### config.mk
export PLATFORM = sky130hd
export DESIGN_NAME = chan_sel_mux_flat
export DESIGN_NICKNAME = d
export VERILOG_FILES = /design/src/rtl/chan_sel_mux_if.sv /design/src/rtl/chan_sel_mux.sv /design/src/flat_wrapper.sv
export SDC_FILE = /design/constraint.sdc
export NUM_CORES = 1
export LEC_CHECK = 0
export CORE_MARGIN = 8
export CORE_UTILIZATION = 38
export DETAILED_ROUTE_END_ITERATION = 12
export PLACE_DENSITY = 0.87
export SLEW_MARGIN = 5
export SYNTH_ARGS = -nofsm -noshare
export SYNTH_HDL_FRONTEND = slang
export SYNTH_SLANG_ARGS = --single-unit
### constraint.sdc
create_clock -name clk -period 5.8 [get_ports clk]
set_input_delay 1.16 -clock clk [delete_from_list [all_inputs] [get_ports clk]]
set_output_delay 1.16 -clock clk [all_outputs]
set_load 0.1 [all_outputs]
### src/rtl/chan_sel_mux_if.sv
// Handshake bundle for chan_sel_mux: N producer channels in, one registered consumer port out.
// The master side is the surrounding logic (producers and consumer); the slave side is the selector.
interface chan_sel_mux_if #(
    parameter int unsigned WIDTH = 32,
    parameter int unsigned N     = 4
);
    localparam int unsigned SELW = $clog2(N);

    logic                 mode;
    logic [SELW-1:0]      sel;
    logic [N-1:0]         in_valid;
    logic [N*WIDTH-1:0]   in_data;
    logic [N-1:0]         in_ready;
    logic                 out_valid;
    logic [WIDTH-1:0]     out_data;
    logic [SELW-1:0]      out_chan;
    logic                 out_ready;

    modport master (
        output mode, sel, in_valid, in_data, out_ready,
        input  in_ready, out_valid, out_data, out_chan
    );

    modport slave (
        input  mode, sel, in_valid, in_data, out_ready,
        output in_ready, out_valid, out_data, out_chan
    );
endinterface

### src/rtl/chan_sel_mux.sv
// N-channel registered selector with valid/ready handshaking.
// The channel is chosen by an explicit select or by a round-robin pointer.
module chan_sel_mux #(
    parameter int unsigned WIDTH = 32,
    parameter int unsigned N     = 4
) (
    input logic           clk,
    input logic           rst,
    chan_sel_mux_if.slave bus
);
    localparam int unsigned SELW = $clog2(N);

    logic [WIDTH-1:0] chan_data [N];
    logic [SELW-1:0]  ptr;
    logic [SELW-1:0]  grant;
    logic             grant_valid;
    logic [WIDTH-1:0] grant_data;
    logic             accept;
    logic             xfer;
    logic [N-1:0]     ready_vec;
    int unsigned      idx;
    logic             out_valid_q;
    logic [WIDTH-1:0] out_data_q;
    logic [SELW-1:0]  out_chan_q;

    for (genvar g = 0; g < N; g++) begin : g_unpack
        assign chan_data[g] = bus.in_data[g*WIDTH +: WIDTH];
    end

    always_comb begin
        grant_valid = 1'b0;
        grant       = '0;
        idx         = 0;
        ready_vec   = '0;
        if (!bus.mode) begin
            // sel values at or above N never match any channel, so they never grant
            for (int unsigned i = 0; i < N; i++) begin
                if (i == 32'(bus.sel) && bus.in_valid[SELW'(i)]) begin
                    grant_valid = 1'b1;
                    grant       = SELW'(i);
                end
            end
        end else begin
            for (int unsigned k = 0; k < N; k++) begin
                idx = (32'(ptr) + k) % N;
                if (!grant_valid && bus.in_valid[SELW'(idx)]) begin
                    grant_valid = 1'b1;
                    grant       = SELW'(idx);
                end
            end
        end
        grant_data = chan_data[grant];
        accept     = !out_valid_q || bus.out_ready;
        xfer       = rst && accept && grant_valid;
        if (xfer) begin
            ready_vec[grant] = 1'b1;
        end
    end

    always_ff @(posedge clk or negedge rst) begin
        if (!rst) begin
            out_valid_q <= 1'b0;
            out_data_q  <= '0;
            out_chan_q  <= '0;
            ptr         <= '0;
        end else begin
            if (xfer) begin
                out_valid_q <= 1'b1;
                out_data_q  <= grant_data;
                out_chan_q  <= grant;
                if (bus.mode) begin
                    ptr <= (grant == SELW'(N - 1)) ? '0 : grant + 1'b1;
                end
            end else if (bus.out_ready) begin
                out_valid_q <= 1'b0;
            end
        end
    end

    assign bus.in_ready  = ready_vec;
    assign bus.out_valid = out_valid_q;
    assign bus.out_data  = out_data_q;
    assign bus.out_chan  = out_chan_q;
endmodule

### src/flat_wrapper.sv
// flat-port wrapper written by rule: the top's interface ports become plain ports
module chan_sel_mux_flat 
#(
    parameter int unsigned WIDTH = 32,
    parameter int unsigned N     = 4
)
  (clk, rst, bus_mode, bus_sel, bus_in_valid, bus_in_data, bus_out_ready, bus_in_ready, bus_out_valid, bus_out_data, bus_out_chan);
  chan_sel_mux_if #(.WIDTH(WIDTH), .N(N)) bus_i ();
  input logic clk;
  input logic rst;
  input wire logic [$bits(bus_i.mode)-1:0] bus_mode;
  input wire logic [$bits(bus_i.sel)-1:0] bus_sel;
  input wire logic [$bits(bus_i.in_valid)-1:0] bus_in_valid;
  input wire logic [$bits(bus_i.in_data)-1:0] bus_in_data;
  input wire logic [$bits(bus_i.out_ready)-1:0] bus_out_ready;
  output wire logic [$bits(bus_i.in_ready)-1:0] bus_in_ready;
  output wire logic [$bits(bus_i.out_valid)-1:0] bus_out_valid;
  output wire logic [$bits(bus_i.out_data)-1:0] bus_out_data;
  output wire logic [$bits(bus_i.out_chan)-1:0] bus_out_chan;
  assign bus_i.mode = bus_mode;
  assign bus_i.sel = bus_sel;
  assign bus_i.in_valid = bus_in_valid;
  assign bus_i.in_data = bus_in_data;
  assign bus_i.out_ready = bus_out_ready;
  assign bus_in_ready = bus_i.in_ready;
  assign bus_out_valid = bus_i.out_valid;
  assign bus_out_data = bus_i.out_data;
  assign bus_out_chan = bus_i.out_chan;
  chan_sel_mux #(.WIDTH(WIDTH), .N(N)) u_core (.clk(clk), .rst(rst), .bus(bus_i));
endmodule
==> results of run 1 <==
## worst min path at each step
stage,from,end,slack (ns),cells after the start
global route,u_core.bus.out_data[17],u_core.bus.out_data[17],0.53,2
global placement,u_core.bus.out_chan[1],u_core.bus.out_chan[1],0.46,2
finish,u_core.bus.out_chan[1],u_core.bus.out_chan[1],0.48,2
CTS,u_core.bus.out_chan[1],u_core.bus.out_chan[1],0.49,2
floorplan,u_core.ptr[0],u_core.ptr[0],0.69,3
detailed placement,u_core.bus.out_chan[1],u_core.bus.out_chan[1],0.47,2
## where the power goes
part	switching, mW	internal (mW)
Combinational	1.03	0.428
Sequential	0.0744	0.361
Clock	0.0969	0.171
Total	1.20	0.961
## cells in the mapped netlist (2+ instances only)
master | count | share of area
nor2_1 | 3 | 0.0046
mux2i_1 | 67 | 0.27
o21ai_0 | 2 | 0.0041
a21oi_1 | 2 | 0.0041
nand3_1 | 2 | 0.0041
buf_2 | 9 | 0.018
nor2b_1 | 2 | 0.0051
o21ai_1 | 3 | 0.0061
nor3_1 | 3 | 0.0061
o221ai_1 | 32 | 0.11
a221oi_1 | 2 | 0.0071
dfrtp_1 | 37 | 0.37
nand2b_1 | 3 | 0.0076
inv_1 | 5 | 0.0076
clkbuf_1 | 7 | 0.011
buf_6 | 5 | 0.023
nand2_1 | 40 | 0.061
nor3b_1 | 3 | 0.0091
## worst register-to-register path, stage by stage (launching register included)
cell       delay, ns
dfrtp_1         0.56
mux4_2          0.56
a211o_1         0.36
o2111ai_4       0.47
or2_1           0.58
buf_4           0.36
o221ai_1        0.15
## state kept, by name (all words and copies together) (netlist names)
register and count:
u_core.ptr 2, u_core.bus.out_data 32, u_core.bus.out_valid 1, u_core.bus.out_chan 2
## cell families after synthesis
logic type,count (synthesis)
multiplexers,69
AND/OR/NAND/NOR,59
AO/OA/AOI/OAI,49
flip-flops,37
buffers and inverters,28
XOR/XNOR,1
## routing by layer
layer  vias up  routed length [µm]
li1       1241                   -
met2       103                4747
met5         -                   0
met3        12                 678
met4         0                 187
met1      1181                3380
## stage by stage
step	utilization	hold WS [ns]	worst slack [ns]	area, µm²	std cells
3_3_place_gp	0.6722	0.4603	1.109	4244	479
2_1_floorplan	-	0.6880	0.08067	2476	243
4_1_cts	0.6934	0.4896	1.012	4378	487
3_5_place_dp	0.6722	0.4706	1.016	4244	479
6_report	0.6934	0.4830	0.9940	4378	487
5_1_grt	0.6934	0.5283	0.7949	4378	487
## layout make-up
class | count | area share
Clock buffer | 5 | 0.01572
Clock inverter | 3 | 0.01486
Inverter | 6 | 0.005144
Multi-Input combinational cell | 178 | 0.3232
Sequential cell | 37 | 0.2115
Tap cell | 77 | 0.02201
Timing Repair Buffer | 181 | 0.4075
==> results.yml, run 1 <==
outcome:
  status: "completed"
global_route:
  top_usage_layer: "met2"
  met1_usage: 0.1969
  antenna_found_initial: 0
  grt_util_all_layers: 0.1879
  grt.overflow.total: 0
  grt_pass1_wl_um: 14570
  first_global_vias: 2873
  use_met2: 0.3359
  grt_max_degree: 44
  grt_use_met3: 0.07255
timing:
  slew_viol_final: 0
  finalClockSkew_ns: 0.005660
  hold_viol: 0
  max-slew-margin-rel: 0.2611
  fin_crit_sh: 0.8286
  fmax_mhz: 208.1
  tightest_slew_ns: 1.108
  fin_tns_setup_ns: 0
  rsz0062_at_grt: "false"
  finalSetupViolCount: 0
  fin_crit_ns: 4.806
setup_path:
  crit_slowest_cell: "clkdlybuf4s50_1"
  required_ns: 4.64
  critPathCapture: "bus_in_ready[1]"
  start_kind: "primary input"
  path_depth: 7
  reg2reg_depth: 6
  cpPeakStageDelay_ns: 0.59
  path_class: "primary input to output pin"
  cp.arrival_ns: 3.65
  regToRegSetupSlack_ns: 2.64
  crit_chain: "clkdlybuf4s50_1 > nor2_1 > o211ai_1 > a211o_1 > o2111ai_4 > nor3b_1 > buf_4"
  r2r_start: "u_core.ptr[0]"
  worstPathMaxFanout: 43
  cp-end-kind: "output pin"
  r2r_end: "u_core.bus.out_data[3]"
  critPathLaunch: "bus_in_valid[2]"
  worst-path-buf-inv: 2
  crit_family: "compound AO/OA/AOI/OAI gates"
logic_synthesis:
  ys_warn_count: 0
  synthAdderAreaFrac: 0
  synthSimpleGateAreaFrac: 0.1063
  synth_cell_types: 34
  synth-xor-area-share: 0.003544
  muxShareOfSynthArea: 0.2851
  async_flop_share: 1.000
  syn-instance-count: 243
  synth-edff-count: 0
  synth-seq-area-share: 0.3747
  synth-compound-area-share: 0.1666
  synth_seq_cells: 37
  synth_ff_type: "dfrtp_1"
  synthesis.nets: 381
  netlist_area_mm2: 0.002471
  synth_top_family_by_area: "multiplexers"
  syn_area_per_cell_um2: 10.17
clocking:
  cts-resized-gates: 0
  h-tree-depth: 2
  clk_pin_slew_ns: 0.08
  tritoncts: "done"
  numCtsBuffers: 5
  clockBufferDepth: 2
  cts_sinks: 37
  clk_latency_ns: 0.28
  root_buffer: "clkbuf_8"
  cts_setup_buffers: 0
  ctsHoldBuffers: 0
finish:
  synthToLayoutAreaGrowth_pct: 77.16
  regArea_um2: 925.9
  diodes: 0
  most-common-layout-cells: "171 x clkdlybuf4s50_1, 67 x mux2i_1, 40 x nand2_1"
  layout-drive-gt1-share: 0.06098
  multi_input_area_mm2: 0.001415
  fin_nets: 547
  layout_commonest_cell: "clkdlybuf4s50_1"
  fillerInstances: 515
power:
  power-per-cell-area_mw_per_mm2: 494.2
  total_power_mw: 2.164
  p_leak_nw: 1.845
  peakVddDrop_uv: 334.6
detailed_routing:
  wl_um: 8994
  drtAntennaViolNets: 0
  dr.pass1.iters: 4
  routedWlPerCell_um: 18.47
  dr.first_iter.drc_count: 88
  vias_per_cell: 5.209
  drc_errors: 0
  num_vias: 2537
floorplan:
  pin_count: 177
  die-area_mm2: 0.009339
  core_region_area_mm2: 0.006314
  initial_core_util: 0.3914
  fp.dieH_um: 96.64
  num_rows: 29
  die_w_um: 96.64
job:
  drv_cap: 0
placement:
  place.gp.congestion: 0.8483
  hpwl_um: 7238
  port_buffers: 176
worst_hold_path:
  holdCritPathClass: "register to register"
Note: power is estimated with default switching activity, not from simulation.
==> inputs of run 2 (changes only) <==
--- a/config.mk
+++ b/config.mk
@@ -6,9 +6,9 @@
 export NUM_CORES = 1
 export LEC_CHECK = 0
 export CORE_MARGIN = 8
-export CORE_UTILIZATION = 38
+export CORE_UTILIZATION = 32
 export DETAILED_ROUTE_END_ITERATION = 12
-export PLACE_DENSITY = 0.87
+export PLACE_DENSITY = 0.78
 export SLEW_MARGIN = 5
 export SYNTH_ARGS = -nofsm -noshare
 export SYNTH_HDL_FRONTEND = slang
==> constraint.sdc (replaced) <==
create_clock -name clk -period 4.1 [get_ports clk]
set_input_delay 0.82 -clock clk [delete_from_list [all_inputs] [get_ports clk]]
set_output_delay 0.82 -clock clk [all_outputs]
set_load 0.1 [all_outputs]
==> results.yml, run 2 (synthesized netlist as in run 1, its figures left out) <==
detailed_routing:
  drtAntennaViolNets: 0
  num_vias: 2568
  drc_errors: 0
  vias_per_cell: 4.977
  dr.first_iter.drc_count: 50
  dr.pass1.iters: 4
  wl_um: 9062
  routedWlPerCell_um: 17.56
clocking:
  clockBufferDepth: 2
  cts_setup_buffers: 0
  tritoncts: "done"
  h-tree-depth: 2
  cts-resized-gates: 0
  root_buffer: "clkbuf_8"
  numCtsBuffers: 5
  cts_sinks: 37
  ctsHoldBuffers: 0
  clk_pin_slew_ns: 0.07
  clk_latency_ns: 0.28
global_route:
  grt_util_all_layers: 0.1649
  grt.overflow.total: 0
  antenna_found_initial: 0
  grt_max_degree: 40
  grt_pass1_wl_um: 14780
  first_global_vias: 2924
finish:
  most-common-layout-cells: "171 x clkdlybuf4s50_1, 67 x mux2i_1, 40 x nand2_1"
  fillerInstances: 647
  largest_register_ffs: 32
  layout_commonest_cell: "clkdlybuf4s50_1"
  fin_nets: 551
  finalInstanceArea_mm2: 0.004454
  layout-drive-gt1-share: 0.07246
  synthToLayoutAreaGrowth_pct: 80.25
  diodes: 0
timing:
  slew_viol_final: 0
  fmax_mhz: 270.7
  fin_crit_sh: 0.9009
  fin_tns_setup_ns: 0
  max-slew-margin-rel: 0.2991
  holdWs_ns: 0.4793
  fin_crit_ns: 3.694
  tightest_slew_ns: 1.048
  rsz0062_at_grt: "false"
  hold_viol: 0
  finalSetupViolCount: 0
  finalClockSkew_ns: 0.007555
placement:
  place.gp.congestion: 0.7974
  placed_cell_area_mm2: 0.004370
  port_buffers: 176
  hpwl_um: 7474
setup_path:
  crit_chain: "clkdlybuf4s50_1 > mux4_2 > a211o_1 > a21boi_4 > nor3b_2 > buf_12"
  path_class: "primary input to output pin"
  cp.arrival_ns: 2.87
  required_ns: 3.28
  crit_slowest_cell: "clkdlybuf4s50_1"
  start_kind: "primary input"
  critPathLaunch: "bus_in_valid[3]"
  cpPeakStageDelay_ns: 0.56
  r2r_end: "u_core.bus.out_data[5]"
  worstPathMaxFanout: 10
  regToRegSetupSlack_ns: 1.31
  cp-end-kind: "output pin"
  critPathCapture: "bus_in_ready[0]"
  reg2reg_depth: 7
  r2r_start: "u_core.ptr[0]"
power:
  p_leak_nw: 1.848
  total_power_mw: 2.950
  power-per-cell-area_mw_per_mm2: 662.3
  peakVddDrop_uv: 284.9
floorplan:
  pin_count: 177
  die_w_um: 103.9
  fp.dieH_um: 103.9
  die-area_mm2: 0.01079
  num_rows: 32
  initial_core_util: 0.3248
  core_region_area_mm2: 0.007607
outcome:
  status: "completed"
job:
  drv_cap: 0
worst_hold_path:
  holdCritPathClass: "register to register"
[run 2: report_power, final]
part,internal (mW),total (mW),switching [mW],leakage (nW)
combinational,0.625,2.09,1.47,1.35
sequential,0.511,0.611,0.100,0.456
clock,0.120,0.248,0.128,0.0385
total,1.26,2.95,1.69,1.85
[run 2: final cells by class]
| type | count | area [µm²] | share of cell area |
|---|---|---|---|
| Timing Repair Buffer | 185 | 1864 | 0.4185 |
| Sequential cell | 37 | 925.9 | 0.2079 |
| Clock inverter | 1 | 7.507 | 0.001685 |
| Inverter | 6 | 22.52 | 0.005056 |
| Tap cell | 102 | 127.6 | 0.02865 |
| Multi-Input combinational cell | 178 | 1430 | 0.3211 |
| Clock buffer | 7 | 76.32 | 0.01713 |
[run 2: worst min-delay path by stage]
stage	startpoint	endpoint	slack, ns	cells after the start
final	u_core.bus.out_chan[1]	u_core.bus.out_chan[1]	0.48	2
after global routing	u_core.bus.out_data[9]	u_core.bus.out_data[9]	0.51	2
after CTS	u_core.bus.out_chan[1]	u_core.bus.out_chan[1]	0.48	2
after detailed placement	u_core.bus.out_chan[1]	u_core.bus.out_chan[1]	0.47	2
after global placement	u_core.bus.out_chan[1]	u_core.bus.out_chan[1]	0.46	2
after floorplan	rst	u_core.bus.out_chan[0]	0.52	0
[run 2: worst max-delay path: cells and delay by family]
family          cells  cell delay, ns
mux                 1            0.52
buf+inv             2            0.77
simple gates        1            0.25
compound gates      2            0.51
[run 2: metrics by stage]
step                setup WS, ns    util  cells
floorplan               -0.07184       -    243
global placement          0.4679  0.5745    508
detailed placement        0.3886  0.5745    508
CTS                       0.3942  0.5855    516
global route              0.3013  0.5855    516
finish                    0.4064  0.5855    516
[run 2: per-layer routing]
layer / GRT usage / vias up / routed length [µm]
li1: - / 1253 / -
met1: 0.1792 / 1202 / 3527
met2: 0.2961 / 103 / 4735
met3: 0.06196 / 10 / 651
met4: 0.03723 / 0 / 147
met5: 0 / - / 0
